--- src/rtl/servo_pkg.sv ---
// Shared types and defaults for the servo ramp sequencer.
//  POS_W        width of a servo position
//  pos_t        servo position type (0..255)
//  seq_state_t  sequencer FSM states
package servo_pkg;

  localparam int unsigned POS_W           = 8;
  localparam int unsigned FRAME_TICKS_DEF = 2560;
  localparam int unsigned BIAS_TICKS_DEF  = 64;

  typedef logic [POS_W-1:0] pos_t;

  typedef enum logic [0:0] {
    ST_IDLE   = 1'b0,
    ST_UPDATE = 1'b1
  } seq_state_t;

endpackage

--- src/rtl/servo_timebase.sv ---
// Shared frame timebase: prescaler producing one tick every TICK_DIV clocks and
// a frame counter stepping once per tick, wrapping at FRAME_TICKS.
//  clk, reset          clock and synchronous active-high reset
//  o_frame_cnt         current tick index within the frame
//  o_frame_start_c     combinational; high in the clk where the frame counter wraps to 0
module servo_timebase #(
  parameter int unsigned TICK_DIV    = 391,
  parameter int unsigned FRAME_TICKS = 2560
) (
  input  logic                           clk,
  input  logic                           reset,
  output logic [$clog2(FRAME_TICKS)-1:0] o_frame_cnt,
  output logic                           o_frame_start_c
);

  localparam int unsigned PS_W = (TICK_DIV > 1) ? $clog2(TICK_DIV) : 1;
  localparam int unsigned FC_W = $clog2(FRAME_TICKS);

  logic [PS_W-1:0] r_presc;
  logic [FC_W-1:0] r_frame_cnt;
  logic            w_tick;
  logic            w_wrap;

  assign w_tick          = (r_presc == PS_W'(TICK_DIV - 1));
  assign w_wrap          = (r_frame_cnt == FC_W'(FRAME_TICKS - 1));
  assign o_frame_start_c = w_tick && w_wrap;
  assign o_frame_cnt     = r_frame_cnt;

  // Prescaler and frame counter
  always_ff @(posedge clk) begin
    if (reset) begin
      r_presc     <= '0;
      r_frame_cnt <= '0;
    end else if (w_tick) begin
      r_presc     <= '0;
      r_frame_cnt <= w_wrap ? '0 : r_frame_cnt + FC_W'(1);
    end else begin
      r_presc <= r_presc + PS_W'(1);
    end
  end

endmodule

--- src/rtl/servo_ramp_sequencer.sv ---
// Multi-channel servo controller with per-frame rate-limited slewing.
//  clk, reset     clock and synchronous active-high reset
//  cmd_valid/cmd_ready/cmd_ch/cmd_pos   host target-position write (cmd_ready combinational)
//  ch_enable      per-channel pulse enable
//  pwm_out        servo pulses, high for BIAS_TICKS+cur+1 ticks at frame start
//  at_target      current position equals target position
//  frame_strobe   one-clk pulse at the start of each frame
module servo_ramp_sequencer
  import servo_pkg::*;
#(
  parameter int unsigned NUM_CH      = 4,
  parameter int unsigned TICK_DIV    = 391,
  parameter int unsigned FRAME_TICKS = FRAME_TICKS_DEF,
  parameter int unsigned BIAS_TICKS  = BIAS_TICKS_DEF,
  parameter int unsigned STEP_MAX    = 4,
  parameter int unsigned RESET_POS   = 128
) (
  input  logic              clk,
  input  logic              reset,
  input  logic              cmd_valid,
  output logic              cmd_ready,
  input  logic [3:0]        cmd_ch,
  input  pos_t              cmd_pos,
  input  logic [NUM_CH-1:0] ch_enable,
  output logic [NUM_CH-1:0] pwm_out,
  output logic [NUM_CH-1:0] at_target,
  output logic              frame_strobe
);

  localparam int unsigned IDX_W = (NUM_CH > 1) ? $clog2(NUM_CH) : 1;
  localparam int unsigned FC_W  = $clog2(FRAME_TICKS);
  localparam int unsigned LIM_W = 10;
  localparam int unsigned CMP_W = (FC_W > LIM_W) ? FC_W : LIM_W;
  localparam int unsigned DIF_W = POS_W + 1;

  seq_state_t        r_state, w_state_nxt;
  logic [IDX_W-1:0]  r_idx, w_idx_nxt;
  pos_t              r_cur [NUM_CH];
  pos_t              r_tgt [NUM_CH];
  logic [NUM_CH-1:0] r_pwm, r_at;
  logic              r_strobe;

  logic [FC_W-1:0]   w_frame_cnt;
  logic              w_frame_start;
  logic              w_cmd_hit;
  pos_t              w_cur_sel, w_tgt_sel, w_slew;
  logic [DIF_W-1:0]  w_diff, w_mag;
  logic              w_step_ok;
  logic [NUM_CH-1:0] w_pwm_nxt, w_at_nxt;

  servo_timebase #(
    .TICK_DIV    (TICK_DIV),
    .FRAME_TICKS (FRAME_TICKS)
  ) u_timebase (
    .clk             (clk),
    .reset           (reset),
    .o_frame_cnt     (w_frame_cnt),
    .o_frame_start_c (w_frame_start)
  );

  assign cmd_ready    = (r_state == ST_IDLE) && !reset;
  // Out-of-range channels complete the handshake but write nothing
  assign w_cmd_hit    = cmd_valid && cmd_ready && ({28'd0, cmd_ch} < NUM_CH);
  assign pwm_out      = r_pwm;
  assign at_target    = r_at;
  assign frame_strobe = r_strobe;

  // FSM state register
  always_ff @(posedge clk) begin
    if (reset) begin
      r_state <= ST_IDLE;
      r_idx   <= '0;
    end else begin
      r_state <= w_state_nxt;
      r_idx   <= w_idx_nxt;
    end
  end

  // Next state: one UPDATE clk per channel, entered on frame start
  always_comb begin
    w_state_nxt = r_state;
    w_idx_nxt   = r_idx;
    case (r_state)
      ST_IDLE: begin
        if (w_frame_start) begin
          w_state_nxt = ST_UPDATE;
          w_idx_nxt   = '0;
        end
      end
      ST_UPDATE: begin
        if (r_idx == IDX_W'(NUM_CH - 1)) begin
          w_state_nxt = ST_IDLE;
          w_idx_nxt   = '0;
        end else begin
          w_idx_nxt = r_idx + IDX_W'(1);
        end
      end
      default: begin
        w_state_nxt = ST_IDLE;
        w_idx_nxt   = '0;
      end
    endcase
  end

  // Slew unit for the visited channel; magnitude > STEP_MAX guarantees no wrap
  always_comb begin
    w_cur_sel = r_cur[r_idx];
    w_tgt_sel = r_tgt[r_idx];
    w_diff    = {1'b0, w_tgt_sel} - {1'b0, w_cur_sel};
    w_mag     = w_diff[DIF_W-1] ? (~w_diff + DIF_W'(1)) : w_diff;
    w_step_ok = (STEP_MAX == 0) || (w_mag <= DIF_W'(STEP_MAX));
    if (w_step_ok) begin
      w_slew = w_tgt_sel;
    end else if (w_diff[DIF_W-1]) begin
      w_slew = w_cur_sel - POS_W'(STEP_MAX);
    end else begin
      w_slew = w_cur_sel + POS_W'(STEP_MAX);
    end
  end

  // Pulse comparators and target flags
  always_comb begin
    w_pwm_nxt = '0;
    w_at_nxt  = '0;
    for (int i = 0; i < NUM_CH; i++) begin
      w_pwm_nxt[i] = ch_enable[i] &&
                     (CMP_W'(w_frame_cnt) <= CMP_W'(LIM_W'(BIAS_TICKS) + LIM_W'(r_cur[i])));
      w_at_nxt[i]  = (r_cur[i] == r_tgt[i]);
    end
  end

  // Position storage and registered outputs
  always_ff @(posedge clk) begin
    if (reset) begin
      for (int i = 0; i < NUM_CH; i++) begin
        r_cur[i] <= POS_W'(RESET_POS);
        r_tgt[i] <= POS_W'(RESET_POS);
      end
      r_pwm    <= '0;
      r_at     <= '1;
      r_strobe <= 1'b0;
    end else begin
      if (w_cmd_hit) begin
        r_tgt[cmd_ch[IDX_W-1:0]] <= cmd_pos;
      end
      if (r_state == ST_UPDATE) begin
        r_cur[r_idx] <= w_slew;
      end
      r_pwm    <= w_pwm_nxt;
      r_at     <= w_at_nxt;
      r_strobe <= w_frame_start;
    end
  end

endmodule
--- config.mk ---
export PLATFORM = sky130hd
export DESIGN_NAME = servo_ramp_sequencer
export DESIGN_NICKNAME = d
export VERILOG_FILES = /design/src/rtl/servo_pkg.sv /design/src/rtl/servo_timebase.sv /design/src/rtl/servo_ramp_sequencer.sv
export SDC_FILE = /design/constraint.sdc
export NUM_CORES = 1
export LEC_CHECK = 0
export ABC_AREA = 1
export CORE_UTILIZATION = 56
export CTS_CLUSTER_DIAMETER = 120
export DETAILED_ROUTE_END_ITERATION = 6
export PLACE_DENSITY = 0.78
export SLEW_MARGIN = 10
export SYNTH_ARGS = -nofsm -noshare
export SYNTH_HDL_FRONTEND = slang
export SYNTH_SLANG_ARGS = --single-unit
--- constraint.sdc ---
create_clock -name clk -period 3.55 [get_ports clk]
set_input_delay 0.71 -clock clk [delete_from_list [all_inputs] [get_ports clk]]
set_output_delay 0.71 -clock clk [all_outputs]
set_load 0.05 [all_outputs]
After elaboration in Yosys (flattened, before gate mapping)
Memories as Yosys holds them, arrays and structs flattened. A register that Yosys moved wholly into a read port is not among the register bits.
Index checks and enable logic that the tools add are counted.
- register bits: 33
- bits in writable memories: 64
- bits of input ports: 19
- output and inout bits: 10
- logic and storage cells: 76
- memories kept: 2
- add/sub/neg operators: 11
- $lt $le $gt $ge: 6
- equal/unequal tests: 8
- muxes and demuxes: 28
- bitwise logic cells: 2
- reduce and logical (&&, ||, !) cells: 12
- memories (name ; words ; bits a word ; read ports ; clocked after Yosys merged registers in ; write ports ; RTL line ; RTL):
    r_cur ; 4 ; 8 ; 5 ; 1 ; 4 ; servo_ramp_sequencer.sv:38 ; pos_t r_cur [NUM_CH];
    r_tgt ; 4 ; 8 ; 5 ; 1 ; 4 ; servo_ramp_sequencer.sv:39 ; pos_t r_tgt [NUM_CH];
- operator list (cell ; count):
    12-bit by 9-bit less-or-equal comparator with 1-bit output ; 4
    7-bit by 8-bit adder with 9-bit output (first input constant) ; 4
    8-bit equality test ; 4
    8-bit 2-to-1 mux ; 4
    9-bit by 1-bit adder with 9-bit output (second input constant) ; 2
    2-bit 2-to-1 mux ; 8
    8-bit OR reduction ; 2
    12-bit by 1-bit adder with 12-bit output (second input constant) ; 1
    12-bit equality test (second input constant) ; 1
    1-bit 2-to-1 mux ; 12
    12-bit 2-to-1 mux ; 1
    9-bit equality test (second input constant) ; 1
    9-bit by 3-bit less-or-equal comparator with 1-bit output (second input constant) ; 1
    9-bit 2-to-1 mux ; 1
    9-bit inverter ; 1
    8-bit by 8-bit subtractor with 9-bit output ; 1
    8-bit by 3-bit adder with 8-bit output (second input constant) ; 1
    1-bit logical AND ; 8
    8-bit by 3-bit subtractor with 8-bit output (second input constant) ; 1
    4-bit by 3-bit less-than comparator with 1-bit output (second input constant) ; 1
    2-bit case mux with 2 select lines ; 1
    2-bit by 1-bit adder with 2-bit output (second input constant) ; 1
    2-bit equality test (second input constant) ; 1
    2-bit != test (second input constant) ; 1
    other kinds (4) ; 4

Logic depth before layout (Yosys ltp)
- depth after elaboration: 9
- gate-level depth with buffers: 23
- mapped depth without buffers: 22

Cells and area by module
From an unflattened synthesis, not the netlist that was laid out.
- cell total of the unflattened synthesis: 832
- area total of the unflattened synthesis: 6632.6 um2
- modules (own cells, without submodules) (module ; instances ; cells an instance ; area each (um2) ; seq. area each (um2)):
    servo_ramp_sequencer ; 1 ; 666 ; 5535.3 ; 2202.1
    servo_timebase ; 1 ; 166 ; 1097.3 ; 420.4

Worst setup path before layout
No wires, ideal clock.
- path type: flip-flop to flip-flop
- start point: reg (tool-made name)
- end point: mem r_cur[0][7] (netlist name) (data pin)
- setup time: 0.267 ns
- data arrival time: 3.537 ns
- required time: 3.283 ns
- setup slack: -0.253 ns
- cell stages (with the launch flop): 21
- buffers on the path: 3
- clock period less this slack: 3.803 ns
- cells stage by stage: dfxtp_1 -> clkbuf_1 -> buf_2 -> buf_1 -> nand2_1 -> a32oi_1 -> inv_1 -> ha_1 -> inv_1 -> nand2_1 -> nand2_2 -> nor2_2 -> nor2_2 -> ha_1 -> nand2_1 -> nand2_1 -> a221oi_1 -> o21ai_0 -> xnor2_1 -> nand2_1 -> nand4_1
- RTL lines (item ; RTL line):
    to (decl) ; servo_ramp_sequencer.sv:38

==> flow_metrics.py <==
metrics = {
    "status": {
        "run_status": "complete, but fails checks",
        "violations": "DRC",
    },
    "power": {
        "p_total_mw": 2.797,
        "leakagePower_nw": 3.519,
        "ir_worst_vdd_mv": 0.4777,
        "p_per_area_nw_per_um2": 347.1,
    },
    "floorplan": {
        "rows": 39,
        "core_um2": 11420,
        "die_h_um": 110.2,
        "start_util": 0.5741,
        "die_area_um2": 12140,
        "io_pins": 29,
        "die_w_um": 110.2,
    },
    "global_routing": {
        "grtUsageTotal": 0.3283,
        "grt_start_max_net_pins": 22,
        "overflow": 0,
        "antenna_found_initial": 0,
        "grt_pass1_vias": 5695,
        "grt_pass1_wl_um": 28920,
    },
    "cells_and_area": {
        "layout_common_cells": "nand2_1 (142), inv_1 (128), nor2_1 (114), edfxtp_1 (64), ha_1 (50)",
        "syn_to_final_growth_pct": 22.94,
        "drive_gt1_frac": 0.1690,
        "final_nets": 984,
        "mostFrequentLayoutCell": "nand2_1",
        "antennaDiodeCount": 0,
    },
    "yosys": {
        "synthFlopType": "edfxtp_1",
        "synth_top_cell_area_share": 0.2932,
        "yosysWarnings": 0,
        "synth_edf_count": 64,
        "syn_avg_cell_area_um2": 7.984,
        "yosysSeqAreaShare": 0.4001,
        "synth_area_leaders": "edfxtp_1 (29%), ha_1 (11%), dfxtp_1 (11%)",
        "syn-instance-count": 821,
        "yosys.area.top_type": "edfxtp_1",
        "ys_ff_latch": 99,
        "synthArstFlopShare": 0,
        "syn_nets": 899,
        "synth_area_um2": 6555,
        "yosysUniqueCellTypes": 46,
    },
    "sta": {
        "max-slew-margin-rel": 0.5620,
        "rsz0062_at_grt": "yes",
        "setup_violations": 0,
        "setup_ws_ns": 0.04783,
        "min_period_over_period": 0.9865,
        "timing.fmax_mhz": 285.5,
        "finalCriticalPeriod_ns": 3.502,
        "worst_pin_slew_ns": 0.6562,
        "skew_ns": 0.009358,
        "slew_violations": 0,
        "hold_violations": 0,
    },
    "clock_network": {
        "ctsHoldBuffers": 0,
        "path_clk_slew_ns": 0.07,
        "htreeDepth": 3,
        "cts_buffers": 9,
        "cts_tree": "built",
        "cts_buffer_depth": 2,
        "root_buffer": "clkbuf_16",
        "cts_sinks": 99,
        "insertion_delay_ns": 0.37,
    },
    "drt": {
        "route.detailed.drc": 1,
        "ant_nets": 0,
        "dr.pass1.iters": 7,
        "first_iter_violations": 640,
        "routed_wl_um": 19350,
        "wl_per_cell_um": 18.36,
        "vias_per_cell": 5.803,
        "vias": 6116,
    },
    "flow_run": {
        "maxCapViolations": 0,
    },
    "worst_setup_path": {
        "r2r_end": "r_cur[2][7]",
        "critPathKind": "reg -> reg",
        "r2r_cells": 21,
        "required_ns": 3.65,
        "reg2reg_slack_ns": 0.05,
        "critPathLaunchType": "register",
        "cp_data_arrival_time_ns": 3.61,
        "endpoint_kind": "register",
        "path_max_fanout": 7,
    },
    "placement": {
        "place_ws_ns": -0.09338,
        "gp_congestion": 0.9765,
        "hpwl_um": 14530,
        "port_buffers": 28,
    },
    "min_path": {
        "min_from": "u_timebase.r_presc[0]",
        "min_to": "u_timebase.r_presc[0]",
        "hold_path_class": "reg -> reg",
        "holdPathStages": 1,
    },
}
through the flow:
| step | instances | hold slack, ns | TNS [ns] | util | instance area, um2 |
|---|---|---|---|---|---|
| final | 1054 | 0.4696 | 0 | 0.7058 | 8059 |
| after global placement | 1016 | 0.4424 | 0 | 0.6359 | 7261 |
| after global routing | 1054 | 0.5009 | -0.8663 | 0.7058 | 8059 |
| after floorplan | 821 | 0.4297 | 0 | - | 6563 |
| after CTS | 1036 | 0.4721 | 0 | 0.6674 | 7621 |
| after detailed placement | 1016 | 0.4565 | -0.3448 | 0.6359 | 7261 |
flip-flops by register name, summed over array words and instances (netlist names), named ones only:
name / cells
r_cur: 32
r_tgt: 32
u_timebase.o_frame_cnt: 12
u_timebase.r_presc: 9
at_target: 4
pwm_out: 4
r_idx: 2
frame_strobe: 1
r_state: 1
per-layer routing:
metal,GRT usage,vias to the layer above,share of wire
met5,0,-,0
met4,0.1758,0,0.045
met3,0.07290,72,0.075
met2,0.5509,275,0.48
met1,0.3933,2877,0.40
li1,-,2892,-
Yosys cell counts, drive strengths merged (3+ instances only):
library cell  instances
inv                 135
nand2               160
ha                   57
xor2                 10
a21oi                40
o22ai                 3
nor3                 12
clkbuf                8
xnor2                25
a32oi                 9
edfxtp               64
nand4                18
o21ai                25
nor2                122
or2                   7
o31ai                 4
nor4                  5
buf                   4
dfxtp                35
nor3b                 4
a211oi                6
nand3                47
o21bai                4
critical path: stages, from the launching register on:
cell	delay, ns
dfxtp_4	0.39
clkinvlp_4	0.21
o21ai_2	0.20
o22ai_1	0.10
inv_1	0.11
ha_2	0.19
inv_2	0.05
fa_2	0.40
nand2_2	0.08
nand2_2	0.09
nand2_4	0.08
nor2_4	0.04
nor2_4	0.10
buf_4	0.15
ha_4	0.21
nand2_1	0.08
nand2_1	0.08
a221oi_2	0.23
o21ai_1	0.11
xnor2_1	0.15
nand2_2	0.11
nand4_1	0.09
power breakdown:
part	leakage, nW	internal [mW]	switching [mW]
registers	0.919	1.26	0.0339
logic	2.45	0.212	0.292
clock network	0.150	0.505	0.498
total	3.52	1.97	0.824
worst max-delay path by stage:
stage / startpoint / endpoint / slack, ns / cells past startpoint
6_report: register / r_cur[2][7] / 0.05 / 21
5_1_grt: register / r_cur[1][7] / -0.09 / 21
4_1_cts: register / r_cur[2][7] / 0.02 / 20
3_5_place_dp: register / r_cur[2][7] / -0.09 / 19
3_3_place_gp: register / r_cur[2][7] / 0.03 / 16
2_1_floorplan: register / r_cur[0][7] / 0.05 / 20
what timing repair did:
| item | in CTS | in global routing |
|---|---|---|
| buffers inserted | 3 | 15 |
| endpoints found under the setup margin | 10 | 32 |
| pin swaps | 0 | 28 |
| cloned | 1 | 3 |
| resized for setup | 9 | 59 |
area by class of cell:
cell class | count | area [um2]
Multi-Input combinational cell | 575 | 3636
Fill cell | 905 | 3359
Sequential cell | 99 | 2630
Timing Repair Buffer | 84 | 784.5
Inverter | 136 | 518.0
Clock buffer | 9 | 225.2
Tap cell | 143 | 178.9
Clock inverter | 7 | 81.33
Timing Repair inverter | 1 | 5.005
cells by family (layout without fill, tap and decap cells):
group / after synthesis / after routing / share of synthesized area
AO/OA/AOI/OAI: 100 / 100 / 0.09334
XOR/XNOR: 35 / 35 / 0.04676
adder cells (fa/ha/maj): 59 / 59 / 0.1149
buffers and inverters: 148 / 237 / 0.08570
flip-flops: 99 / 99 / 0.4001
AND/OR/NAND/NOR: 380 / 381 / 0.2592
No activity file was read; power rests on OpenSTA's default activity.
